File: config.mk
export PLATFORM = sky130hd
export DESIGN_NAME = multi_debouncer_flat
export DESIGN_NICKNAME = d
export VERILOG_FILES = /design/src/rtl/multi_debouncer_pkg.sv /design/src/rtl/multi_debouncer_if.sv /design/src/rtl/multi_debouncer_channel.sv /design/src/rtl/multi_debouncer.sv /design/src/flat_wrapper.sv
export SDC_FILE = /design/constraint.sdc
export NUM_CORES = 1
export LEC_CHECK = 0
export CORE_MARGIN = 2
export CORE_UTILIZATION = 44
export DETAILED_ROUTE_END_ITERATION = 6
export DONT_BUFFER_PORTS = 1
export PLACE_DENSITY = 0.61
export SLEW_MARGIN = 10
export SYNTH_ARGS = -nofsm -noshare
export SYNTH_HDL_FRONTEND = slang
export SYNTH_SLANG_ARGS = --single-unit
File: constraint.sdc
create_clock -name clk -period 5.75 [get_ports clk]
set_clock_uncertainty 0.05 [all_clocks]
set_input_delay 0.575 -clock clk [delete_from_list [all_inputs] [get_ports clk]]
set_output_delay 0.575 -clock clk [all_outputs]
set_load 0.01 [all_outputs]
File: src/rtl/multi_debouncer_pkg.sv
// Shared defaults and parameter sanity check for the multi-channel hysteresis debouncer.
package multi_debouncer_pkg;

  localparam int unsigned DEB_CHANNELS    = 4;
  localparam int unsigned DEB_CNT_BITS    = 8;
  localparam int unsigned DEB_THRESH_HI   = 192;
  localparam int unsigned DEB_THRESH_LO   = 64;
  localparam int unsigned DEB_SYNC_STAGES = 2;

  function automatic bit deb_params_ok(input int unsigned cnt_bits, input int unsigned hi,
                                       input int unsigned lo, input int unsigned sync_stages,
                                       input int unsigned channels);
    longint cnt_max;
    cnt_max = (longint'(1) << cnt_bits) - longint'(1);
    return (lo < hi) && (longint'(hi) <= cnt_max) && (sync_stages >= 2) && (channels >= 1);
  endfunction

endpackage

File: src/rtl/multi_debouncer_if.sv
// Pad-side inputs and debounced outputs of the multi-channel debouncer.
interface multi_debouncer_if
  import multi_debouncer_pkg::*;
#(
  parameter int unsigned CHANNELS = DEB_CHANNELS
) ();

  logic                sample_en;
  logic [CHANNELS-1:0] din;
  logic [CHANNELS-1:0] level;
  logic [CHANNELS-1:0] rise_pulse;
  logic [CHANNELS-1:0] fall_pulse;
  logic                any_event;

  modport master (
    output sample_en,
    output din,
    input  level,
    input  rise_pulse,
    input  fall_pulse,
    input  any_event
  );

  modport slave (
    input  sample_en,
    input  din,
    output level,
    output rise_pulse,
    output fall_pulse,
    output any_event
  );

endinterface

File: src/rtl/multi_debouncer_channel.sv
// Single-bit debouncer: synchroniser, saturating hysteresis counter, level and edge pulses.
module debounce_channel
  import multi_debouncer_pkg::*;
#(
  parameter int unsigned CNT_BITS    = DEB_CNT_BITS,
  parameter int unsigned THRESH_HI   = DEB_THRESH_HI,
  parameter int unsigned THRESH_LO   = DEB_THRESH_LO,
  parameter int unsigned SYNC_STAGES = DEB_SYNC_STAGES
) (
  input  logic clk,
  input  logic rst_n,
  input  logic i_sample_en,
  input  logic i_din,
  output logic o_level,
  output logic o_rise,
  output logic o_fall,
  output logic o_rise_d,
  output logic o_fall_d
);

  localparam logic [CNT_BITS-1:0] CntMax   = {CNT_BITS{1'b1}};
  localparam logic [CNT_BITS-1:0] ThreshHi = CNT_BITS'(THRESH_HI);
  localparam logic [CNT_BITS-1:0] ThreshLo = CNT_BITS'(THRESH_LO);

  logic [SYNC_STAGES-1:0] r_sync;
  logic [CNT_BITS-1:0]    r_cnt;
  logic                   r_level;
  logic                   r_rise;
  logic                   r_fall;

  logic                   w_sync_out;
  logic [CNT_BITS-1:0]    w_cnt_d;
  logic                   w_level_d;
  logic                   w_rise_d;
  logic                   w_fall_d;

  assign w_sync_out = r_sync[SYNC_STAGES-1];

  // Thresholds are compared against the post-update count so level moves on the same edge.
  always_comb begin
    w_cnt_d   = r_cnt;
    w_level_d = r_level;
    w_rise_d  = 1'b0;
    w_fall_d  = 1'b0;
    if (i_sample_en) begin
      if (w_sync_out && (r_cnt != CntMax)) begin
        w_cnt_d = r_cnt + CNT_BITS'(1);
      end else if (!w_sync_out && (r_cnt != '0)) begin
        w_cnt_d = r_cnt - CNT_BITS'(1);
      end
      if (!r_level && (w_cnt_d >= ThreshHi)) begin
        w_level_d = 1'b1;
        w_rise_d  = 1'b1;
      end else if (r_level && (w_cnt_d <= ThreshLo)) begin
        w_level_d = 1'b0;
        w_fall_d  = 1'b1;
      end
    end
  end

  always_ff @(posedge clk or negedge rst_n) begin
    if (!rst_n) begin
      r_sync  <= '0;
      r_cnt   <= '0;
      r_level <= 1'b0;
      r_rise  <= 1'b0;
      r_fall  <= 1'b0;
    end else begin
      r_sync  <= {r_sync[SYNC_STAGES-2:0], i_din};
      r_cnt   <= w_cnt_d;
      r_level <= w_level_d;
      r_rise  <= w_rise_d;
      r_fall  <= w_fall_d;
    end
  end

  assign o_level  = r_level;
  assign o_rise   = r_rise;
  assign o_fall   = r_fall;
  assign o_rise_d = w_rise_d;
  assign o_fall_d = w_fall_d;

endmodule

File: src/rtl/multi_debouncer.sv
// N independent debounce channels plus a registered any-event flag aligned with the pulses.
module multi_debouncer
  import multi_debouncer_pkg::*;
#(
  parameter int unsigned CHANNELS    = DEB_CHANNELS,
  parameter int unsigned CNT_BITS    = DEB_CNT_BITS,
  parameter int unsigned THRESH_HI   = DEB_THRESH_HI,
  parameter int unsigned THRESH_LO   = DEB_THRESH_LO,
  parameter int unsigned SYNC_STAGES = DEB_SYNC_STAGES
) (
  input logic              clk,
  input logic              rst_n,
  multi_debouncer_if.slave deb_if
);

  if (!deb_params_ok(CNT_BITS, THRESH_HI, THRESH_LO, SYNC_STAGES, CHANNELS)) begin : g_bad_params
    $error("multi_debouncer: illegal parameter combination");
  end

  logic [CHANNELS-1:0] w_level;
  logic [CHANNELS-1:0] w_rise;
  logic [CHANNELS-1:0] w_fall;
  logic [CHANNELS-1:0] w_rise_d;
  logic [CHANNELS-1:0] w_fall_d;
  logic                r_any_event;

  for (genvar g = 0; g < CHANNELS; g++) begin : g_chan
    debounce_channel #(
      .CNT_BITS    (CNT_BITS),
      .THRESH_HI   (THRESH_HI),
      .THRESH_LO   (THRESH_LO),
      .SYNC_STAGES (SYNC_STAGES)
    ) u_chan (
      .clk         (clk),
      .rst_n       (rst_n),
      .i_sample_en (deb_if.sample_en),
      .i_din       (deb_if.din[g]),
      .o_level     (w_level[g]),
      .o_rise      (w_rise[g]),
      .o_fall      (w_fall[g]),
      .o_rise_d    (w_rise_d[g]),
      .o_fall_d    (w_fall_d[g])
    );
  end

  // Built from the pulse next-values so it lands in the same cycle as the pulses.
  always_ff @(posedge clk or negedge rst_n) begin
    if (!rst_n) begin
      r_any_event <= 1'b0;
    end else begin
      r_any_event <= |(w_rise_d | w_fall_d);
    end
  end

  assign deb_if.level      = w_level;
  assign deb_if.rise_pulse = w_rise;
  assign deb_if.fall_pulse = w_fall;
  assign deb_if.any_event  = r_any_event;

endmodule

File: src/flat_wrapper.sv
// flat-port wrapper written by rule: the top's interface ports become plain ports
module multi_debouncer_flat import multi_debouncer_pkg::*;
#(
  parameter int unsigned CHANNELS    = DEB_CHANNELS,
  parameter int unsigned CNT_BITS    = DEB_CNT_BITS,
  parameter int unsigned THRESH_HI   = DEB_THRESH_HI,
  parameter int unsigned THRESH_LO   = DEB_THRESH_LO,
  parameter int unsigned SYNC_STAGES = DEB_SYNC_STAGES
)
  (clk, rst_n, deb_if_sample_en, deb_if_din, deb_if_level, deb_if_rise_pulse, deb_if_fall_pulse, deb_if_any_event);
  multi_debouncer_if #(.CHANNELS(CHANNELS)) deb_if_i ();
  input logic clk;
  input logic rst_n;
  input wire logic [$bits(deb_if_i.sample_en)-1:0] deb_if_sample_en;
  input wire logic [$bits(deb_if_i.din)-1:0] deb_if_din;
  output wire logic [$bits(deb_if_i.level)-1:0] deb_if_level;
  output wire logic [$bits(deb_if_i.rise_pulse)-1:0] deb_if_rise_pulse;
  output wire logic [$bits(deb_if_i.fall_pulse)-1:0] deb_if_fall_pulse;
  output wire logic [$bits(deb_if_i.any_event)-1:0] deb_if_any_event;
  assign deb_if_i.sample_en = deb_if_sample_en;
  assign deb_if_i.din = deb_if_din;
  assign deb_if_level = deb_if_i.level;
  assign deb_if_rise_pulse = deb_if_i.rise_pulse;
  assign deb_if_fall_pulse = deb_if_i.fall_pulse;
  assign deb_if_any_event = deb_if_i.any_event;
  multi_debouncer #(.CHANNELS(CHANNELS), .CNT_BITS(CNT_BITS), .THRESH_HI(THRESH_HI), .THRESH_LO(THRESH_LO), .SYNC_STAGES(SYNC_STAGES)) u_core (.clk(clk), .rst_n(rst_n), .deb_if(deb_if_i));
endmodule
# == Yosys cells after proc, flatten, opt, wreduce, memory -nomap -nowiden ==
# Cells that the tools add are included.
# word_totals
regBits,53
latch_bits,0
ramBits,0
romBits,0
inputBits,7
output_inout_bits,13
wordCells,119
memories,0
# classes
n_addsub,8
mul,0
div,0
n_lt_le_gt_ge,8
n_eq_ne,4
shifts,0
muxes,40
bitwise_logic,1
reduce_logical,37
# ops
operator,n
2-to-1 mux 8 bit,12
"adder 8 x 1 -> 8 bit, second input constant",4
"greater-or-equal comparator 8 bit, second input constant",4
"less-or-equal comparator 8 x 7 -> 1 bit, second input constant",4
"!= test 8 bit, second input constant",4
nonzero test 8 bit,4
"subtractor 8 x 1 -> 8 bit, second input constant",4
2-to-1 mux 1 bit,28
logical AND 1 bit,16
logical NOT 1 bit,8
AND reduction 2 bit,4
nonzero test 2 bit,4
bitwise OR 4 bit,1
OR reduction 4 bit,1

# == Logic depth before layout (Yosys ltp) ==
# logic_depth
word_depth,12
mapped_depth,10

# == Hierarchy ==
# Synthesis repeated with hierarchy kept, for this count alone.
# unflattened
hier_cells,409
hier_area_um2,3688.5
# by_module_without_submodules
mod,n_inst,cells_per_inst,area_per_inst_um2,seq_area_each_um2
debounce_channel (u_core.g_chan[0].u_chan ...),3,101,898.4,325.3
debounce_channel (u_core.g_chan[2].u_chan),1,102,952.2,325.3
multi_debouncer,1,4,41.3,25.0

# == Worst setup path after synthesis ==
# Ideal clock, no wire load.
# synth_timing
path_kind,register to register
startpoint,reg u_core.g_chan[3].u_chan.r_cnt[3]
endpoint,"reg u_core.r_any_event, in the netlist u_core.deb_if.any_event"
setup_time_ns,0.148
t_arrival_ns,2.277
t_required_ns,5.552
path_slack_ns,3.275
path_stages_with_launch,10
cell_sequence,dfrtp_1 > buf_6 > or4_4 > a2111oi_4 > o22ai_2 > xnor2_1 > nor2_1 > and3b_4 > nor4_2 > o2111ai_1
# synth_rtl
item,line,text
from (decl),multi_debouncer_channel.sv:26,logic [CNT_BITS-1:0] r_cnt;
from (signal assigned),multi_debouncer_channel.sv:70,r_cnt <= w_cnt_d;
"parallel branches: the longest is 3 deep, another holds subtractor 8 x 1 -> 8 bit",-,
2-to-1 mux 8 bit (*),multi_debouncer_channel.sv:46,if (w_sync_out && (r_cnt != CntMax)) begin
2-to-1 mux 8 bit (*),multi_debouncer_channel.sv:45,if (i_sample_en) begin
greater-or-equal comparator 8 bit (*),multi_debouncer_channel.sv:51,if (!r_level && (w_cnt_d >= ThreshHi)) begin
logical AND 1 bit (*),multi_debouncer_channel.sv:51,
2-to-1 mux 1 bit (*),multi_debouncer_channel.sv:51,
2-to-1 mux 1 bit (*),multi_debouncer_channel.sv:45,
net u_core.g_chan[3].u_chan.o_rise_d,multi_debouncer_channel.sv:17,"output logic o_rise_d,"
bitwise OR 4 bit (*),multi_debouncer.sv:51,r_any_event <= |(w_rise_d | w_fall_d);
OR reduction 4 bit (*),multi_debouncer.sv:51,
to (signal assigned),multi_debouncer.sv:51,
to (decl),multi_debouncer.sv:25,logic r_any_event;
# Mark *: on every way through the listed nets, which the timed path passes. The select of a mux whose other input is x is not followed.
# A chain may end at the register's enable or synchronous reset.

# == Final worst setup path ==
# layout_timing
startpoint,reg u_core.g_chan[2].u_chan.r_cnt[1]
endpoint,reg u_core.g_chan[2].u_chan.r_level
# layout_via
elab_chain_cells,9
# layout_rtl
item,line,text
from (decl),multi_debouncer_channel.sv:26,
from (signal assigned),multi_debouncer_channel.sv:70,
"parallel branches: the longest is 3 deep, another holds subtractor 8 x 1 -> 8 bit",-,
2-to-1 mux 8 bit (*),multi_debouncer_channel.sv:46,
2-to-1 mux 8 bit (*),multi_debouncer_channel.sv:45,
greater-or-equal comparator 8 bit or less-or-equal comparator 8 x 7 -> 1 bit (tied branches),"multi_debouncer_channel.sv:51, multi_debouncer_channel.sv:54",
logical AND 1 bit (on tied branches),"multi_debouncer_channel.sv:51, multi_debouncer_channel.sv:54",
nonzero test 2 bit (no source line),-,
AND reduction 2 bit (no source line),-,
to (signal assigned),multi_debouncer_channel.sv:71,r_level <= w_level_d;
to (decl),multi_debouncer_channel.sv:27,logic r_level;
# Mark *: on every way between the ends. The select of a mux whose other input is x is not followed.

==> results.cfg <==
[cts]
postCtsSetupBuffers = 0
clockBufferDepth = 2
clock_latency_ps = 310
root_buffer = clkbuf_8
clkTransAtPathRegs_ps = 100
cts_sinks = 53
cts_resized = 0
holdBufCountCts = 1
cts_made_buffers = 5
cts_htree_levels = 2
cts_tree = built

[place]
port_buffers = 0
place_inst = 471
dp_hpwl_um = 4969
dp_slack_ps = 2790
gp_routability_congestion = 0.8740

[min_path]
hold_path_class = in2async

[synth]
avgSynthCellArea_um2 = 8.838
synth.net_count = 426
ys_ff_latch = 53
ys_seq_area_share_pct = 36.87
yosysTopAreaCellShare_pct = 36.87
ys.flop_type = dfrtp_1
postSynthCellCount = 407
synth-edff-count = 0
yosys_warnings = 0
synth_area_leaders = dfrtp_1 (37%), xnor2_1 (6.1%), ha_1 (4.2%)
synth_top_area_cell = dfrtp_1
synthesis.area_um2 = 3597
async_flop_share_pct = 100.0
synth_cell_types = 63

[power_and_ir_drop]
leakage_uw = 0.001479
power.total_uw = 1773
vdd_ir_drop_max_mv = 0.1956
powerDensity_nw_per_um2 = 484.3

[floorplan]
die_w_um = 94.42
coreArea_um2 = 7807
num_rows = 32
ios = 20
dieArea_um2 = 8915
start_util_pct = 46.07
die_h_um = 94.42

[setup_path]
crit_end = u_core.g_chan[2].u_chan.o_level
ff2ff_setup_slack_ps = 2790
worstReg2RegEnd = u_core.g_chan[2].u_chan.o_level
cp-end-kind = register
worst-setup-path-type = reg2reg
crit_required_ps = 5910
reg2reg_depth = 10
startpoint_type = register
r2r_start = u_core.g_chan[2].u_chan.r_cnt[1]
arrival_ps = 3120
cp-startpoint = u_core.g_chan[2].u_chan.r_cnt[1]
crit_fanout = 6

[detailed_routing]
dr.pass1.iters = 5
drt-total-wl_um = 7157
final_antenna_net_count = 0
remaining_drc_errors = 0
drt_iter0_drc = 109
num_vias = 2729
vias_per_cell = 5.685
wl_per_cell_um = 14.91

[sta]
fin_tns_setup_ps = 0
max_freq_mhz = 337.9
setup_viol = 0
min_period_ps = 2959
slew-limit-headroom_pct = 49.97
final_max_slew_viol_count = 0
rsz0062_at_grt = no
final-hold-violation-count = 0
fin_ws_ps = 2791
worstMarginPinSlew_ps = 731.5
post-route-period-util_pct = 51.46

[layout]
diodes = 0
final_nets = 396
final_common_cell = dfrtp_1
area_growth_syn_to_layout_pct = 1.774
final_cell_mix = dfrtp_1 (53), nand2_1 (38), nor2_1 (27), xnor2_1 (25), o21ai_0 (21)
fin_cells = 480
drive_gt1_share_pct = 6.614
fin_util_pct = 46.89

[grt]
grt_max_degree = 54
grt_pass1_vias = 2591
grt_usage_pct = 17.11
antenna_found_initial = 0
grt_pass1_wl_um = 12270
gr-total-overflow = 0

[outcome]
status = completed

[job]
maxCapViolCount = 0
final cells by class:
| class | instances | area [µm²] |
|---|---|---|
| timing repair buffer | 1 | 27.53 |
| clock inverter | 1 | 30.03 |
| clock buffer | 7 | 86.33 |
| fill | 761 | 4146 |
| inverter | 19 | 71.32 |
| tap | 102 | 127.6 |
| multi-input combinational | 297 | 1992 |
| sequential | 53 | 1326 |
worst min path at each step:
stage	startpoint	to	slack, ps	depth (start not counted)
after floorplan	rst_n	u_core.deb_if.any_event	230	0
after global placement	rst_n	u_core.g_chan[0].u_chan.r_cnt[0]	230	0
after detailed placement	rst_n	u_core.g_chan[0].u_chan.r_cnt[0]	230	0
after CTS	rst_n	u_core.g_chan[0].u_chan.r_cnt[0]	70	1
after global routing	rst_n	u_core.g_chan[0].u_chan.r_cnt[0]	70	1
final	rst_n	u_core.g_chan[0].u_chan.r_cnt[0]	60	1
through the flow:
stage	area (µm²)	hold slack, ps
floorplan	3597	229.4
global placement	3517	230.8
detailed placement	3517	230.9
CTS	3661	71.48
global route	3661	67.87
finish	3661	58.23
where the power goes:
group          internal, µW  leakage [µW]  switching, µW
clock                   142     0.0000585            125
sequential              514      0.000644            275
combinational           348      0.000777            369
total                  1000       0.00148            769
state kept, by name (all words and copies together), names as in the netlist:
| signal | count |
|---|---|
| u_core.g_chan.u_chan.r_cnt | 32 |
| u_core.g_chan.u_chan.r_sync | 8 |
| u_core.g_chan.u_chan.o_fall | 4 |
| u_core.g_chan.u_chan.o_level | 4 |
| u_core.g_chan.u_chan.o_rise | 4 |
| u_core.deb_if.any_event | 1 |
cells by family after synthesis:
| group | after synthesis | share of synthesized area [%] |
|---|---|---|
| adder cells (fa/ha/maj) | 12 | 4.174 |
| multiplexers | 4 | 1.217 |
| AO/OA/AOI/OAI | 98 | 19.06 |
| flip-flops | 53 | 36.87 |
| AND/OR/NAND/NOR | 146 | 21.91 |
| XOR/XNOR | 37 | 9.009 |
| buffers and inverters | 57 | 7.756 |
critical path, stage by stage (launching register included):
cell and delay [ps]:
dfrtp_1 440, inv_1 130, ha_1 160, nor3b_1 430, and2_1 260, o32ai_1 100
xor2_1 150, o31a_1 290, nor4b_1 390, o21ai_0 230, a21o_1 220
metal layers:
layer | wire, µm | track usage, %
met1 | 3564 | 23.27
met3 | 219 | 3.192
met5 | 0 | 0
met4 | 75 | 4.952
met2 | 3298 | 27.86
synth_stat cells (4+ instances only):
library cell  instances
xnor2_1              25
a21o_1                4
and3_1                4
a31oi_1               8
nand2b_1              6
nor4_1                4
buf_4                13
clkbuf_1             17
inv_1                19
nor3_1               10
dfrtp_1              53
nor2_1               27
o22a_1                5
nand2_1              38
a21oi_1              18
buf_2                 7
nand4_1              10
o21ai_0              21
a22oi_1               4
o32ai_1               4
or3_1                 5
ha_1                 12
xor2_1               12
o22ai_1               4
and2_1                4
nand3_1              14
No activity file was read; power rests on OpenSTA's default activity.
==> edit, RTL diff (config.mk and constraints unchanged) <==
`DEB_CHANNELS`: 4 -> 8.
--- a/src/rtl/multi_debouncer_pkg.sv
+++ b/src/rtl/multi_debouncer_pkg.sv
@@ -1,7 +1,7 @@
 // Shared defaults and parameter sanity check for the multi-channel hysteresis debouncer.
 package multi_debouncer_pkg;
 
-  localparam int unsigned DEB_CHANNELS    = 4;
+  localparam int unsigned DEB_CHANNELS    = 8;
   localparam int unsigned DEB_CNT_BITS    = 8;
   localparam int unsigned DEB_THRESH_HI   = 192;
   localparam int unsigned DEB_THRESH_LO   = 64;
Ports: changed (resized deb_if_din, deb_if_fall_pulse, deb_if_level and deb_if_rise_pulse); port bits go from 20 to 36. No check against the original RTL was run, so the function may have changed too.
==> edit against the unedited design <==
Wire length rose by 120%. Combinational power increased by 110%. Sequential cell count rose by 52. Power is 110% higher. Final area grew 100%. Synthesized area up 100%. Setup slack got worse by 0.71 ns. Die area up 98%. Worst hold slack better by 0.034 ns. Largest cell class unchanged.
==> edit: results (changes against the unedited design) <==
| Metric | Value |
|---|---|
| Internal | `2.05 mW (+100%)` |
| Maximum level of the CTS H-tree | `3 (+1)` |
| Launch instance of the worst register-to-register path | `u_core.g_chan[1].u_chan.r_cnt[2]` |
| Distinct cells, synth | `80 (+27%)` |
| Antenna violations before repair | `0 (unchanged)` |
| Vias in the first global route | `5432 (+110%)` |
| CP max stage cell | `sky130_fd_sc_hd__or4_1` |
| Port bufs | `0 (unchanged)` |
| Yosys top cell area share | `0.359 (-0.00923)` |
| Fillers | `1566 (+110%)` |
| DR vias/cell | `5.84 (+2.8%)` |
| Area post-placement | `7130 um^2 (+100%)` |
| Total of hold buffers inserted after clock tree synthesis | `1 (unchanged)` |
| Largest fanout on the critical path | `9 (+3)` |
| Share of synthesized area occupied by flip-flops and latches | `0.359 (-0.00923)` |
| DP HPWL | `10700 um (+110%)` |
| Clk Latency, worst-skew pair | `0.35 ns (+0.04 ns)` |
| Peak supply drop | `182 uV (-7.0%)` |
| Critical path capture point | `u_core.deb_if.any_event` |
| Post-cts resize count | `0 (unchanged)` |
| Hold Path Class | `input pin to async pin` |
| Reg-to-reg setup timing slack | `2.08 ns (-0.71 ns)` |
| First-pass GRT wire length | `26400 um (+110%)` |
| Final weighted congestion in routability-driven placement | `0.940 (+7.5%)` |
| Syn. warnings | `0 (unchanged)` |
| Final layout net count | `809 (+100%)` |
| Wire length reported by the detailed router | `15600 um (+120%)` |
| Start point of the critical path | `u_core.g_chan[1].u_chan.r_cnt[2]` |
| CP Data Arrival Time | `3.85 ns (+0.73 ns)` |
| Biggest cell delay along the critical path | `0.60 ns (+0.16 ns)` |
| Syn nets | `881 (+110%)` |
| Violation count after the first detailed-route iteration | `444 (+310%)` |
| Clock Pin Slew Worst Setup and Hold Paths | `0.08 ns (-0.02 ns)` |
| Relative max-transition margin | `0.356 (-0.143)` |
| Root buffer cell | `sky130_fd_sc_hd__clkbuf_16` |
| Dominant cells by area after synthesis | `sky130_fd_sc_hd__dfrtp_1 36%, sky130_fd_sc_hd__xnor2_1 6.0%, sky130_fd_sc_hd__ha_1 4.1%` |
| CTS Buf Count | `9 (+4)` |
| GRT Resource Usage Total | `0.181 (+0.0102)` |
| Combinational gate power | `1.49 mW (+110%)` |
| Count of antenna diodes in the layout | `0 (unchanged)` |
| Share of layout cells above drive strength 1 | `0.0591 (-0.00709)` |
| Ranking of synthesized cells by instance count | `105 x sky130_fd_sc_hd__dfrtp_1, 79 x sky130_fd_sc_hd__nand2_1, 50 x sky130_fd_sc_hd__xnor2_1` |
| Static leakage | `3.01 nW (+100%)` |
| Registers with the most flip-flops | `u_core.g_chan.u_chan.r_cnt (64), u_core.g_chan.u_chan.r_sync (16)` |
| Maximum number of pins on one net before global-route repair | `106 (+96%)` |
| Logic depth of the worst register-to-register path | `8 (-2)` |
| Result of the run | `completed` |
| Sequential-cell power consumption | `1.62 mW (+110%)` |
## edit: worst min path at each step
stage	from	endpoint	slack, ns	depth (start not counted)
6_report	rst_n	u_core.g_chan[1].u_chan.r_cnt[4]	0.09	1
5_1_grt	rst_n	u_core.g_chan[1].u_chan.r_cnt[4]	0.14	1
4_1_cts	rst_n	u_core.g_chan[0].u_chan.r_cnt[3]	0.13	1
3_5_place_dp	rst_n	u_core.g_chan[0].u_chan.r_sync[0]	0.23	0
3_3_place_gp	rst_n	u_core.g_chan[0].u_chan.r_sync[0]	0.23	0
2_1_floorplan	rst_n	u_core.deb_if.any_event	0.23	0
## edit: cell type report
class / count / area [um^2] / share of cell area
inverter: 34 / 128 / 0.0172
sequential: 105 / 2630 / 0.353
clock buffer: 11 / 243 / 0.0326
tap: 220 / 275 / 0.0370
timing repair buffer: 2 / 35.0 / 0.00471
multi-input combinational: 622 / 4090 / 0.550
clock inverter: 5 / 38.8 / 0.00522
## edit: logic make-up (layout without fill, tap and decap cells)
logic type,after synthesis,count (layout),share of synthesized area
mux,11,11,0.0157
xor+xnor,69,69,0.0827
simple gates,317,317,0.235
fa+ha+maj,24,24,0.0411
buf+inv,119,52,0.0810
flops,105,105,0.359
compound gates,201,201,0.185
## edit: metrics by stage
stage	power (mW)	std cells	util	worst slack, ns
3_5_place_dp	3.09	982	0.434	2.13
2_1_floorplan	2.89	846	-	2.28
6_report	3.71	999	0.453	2.08
3_3_place_gp	3.03	982	0.434	2.15
5_1_grt	4.03	999	0.453	1.89
4_1_cts	3.73	999	0.453	2.10
## edit: per-layer routing
metal	vias up	GRT usage	routed length, um
li1	2894	-	-
met5	-	0	0
met3	29	0.0345	627
met4	0	0.0717	373
met1	2754	0.238	7260
met2	161	0.296	7330
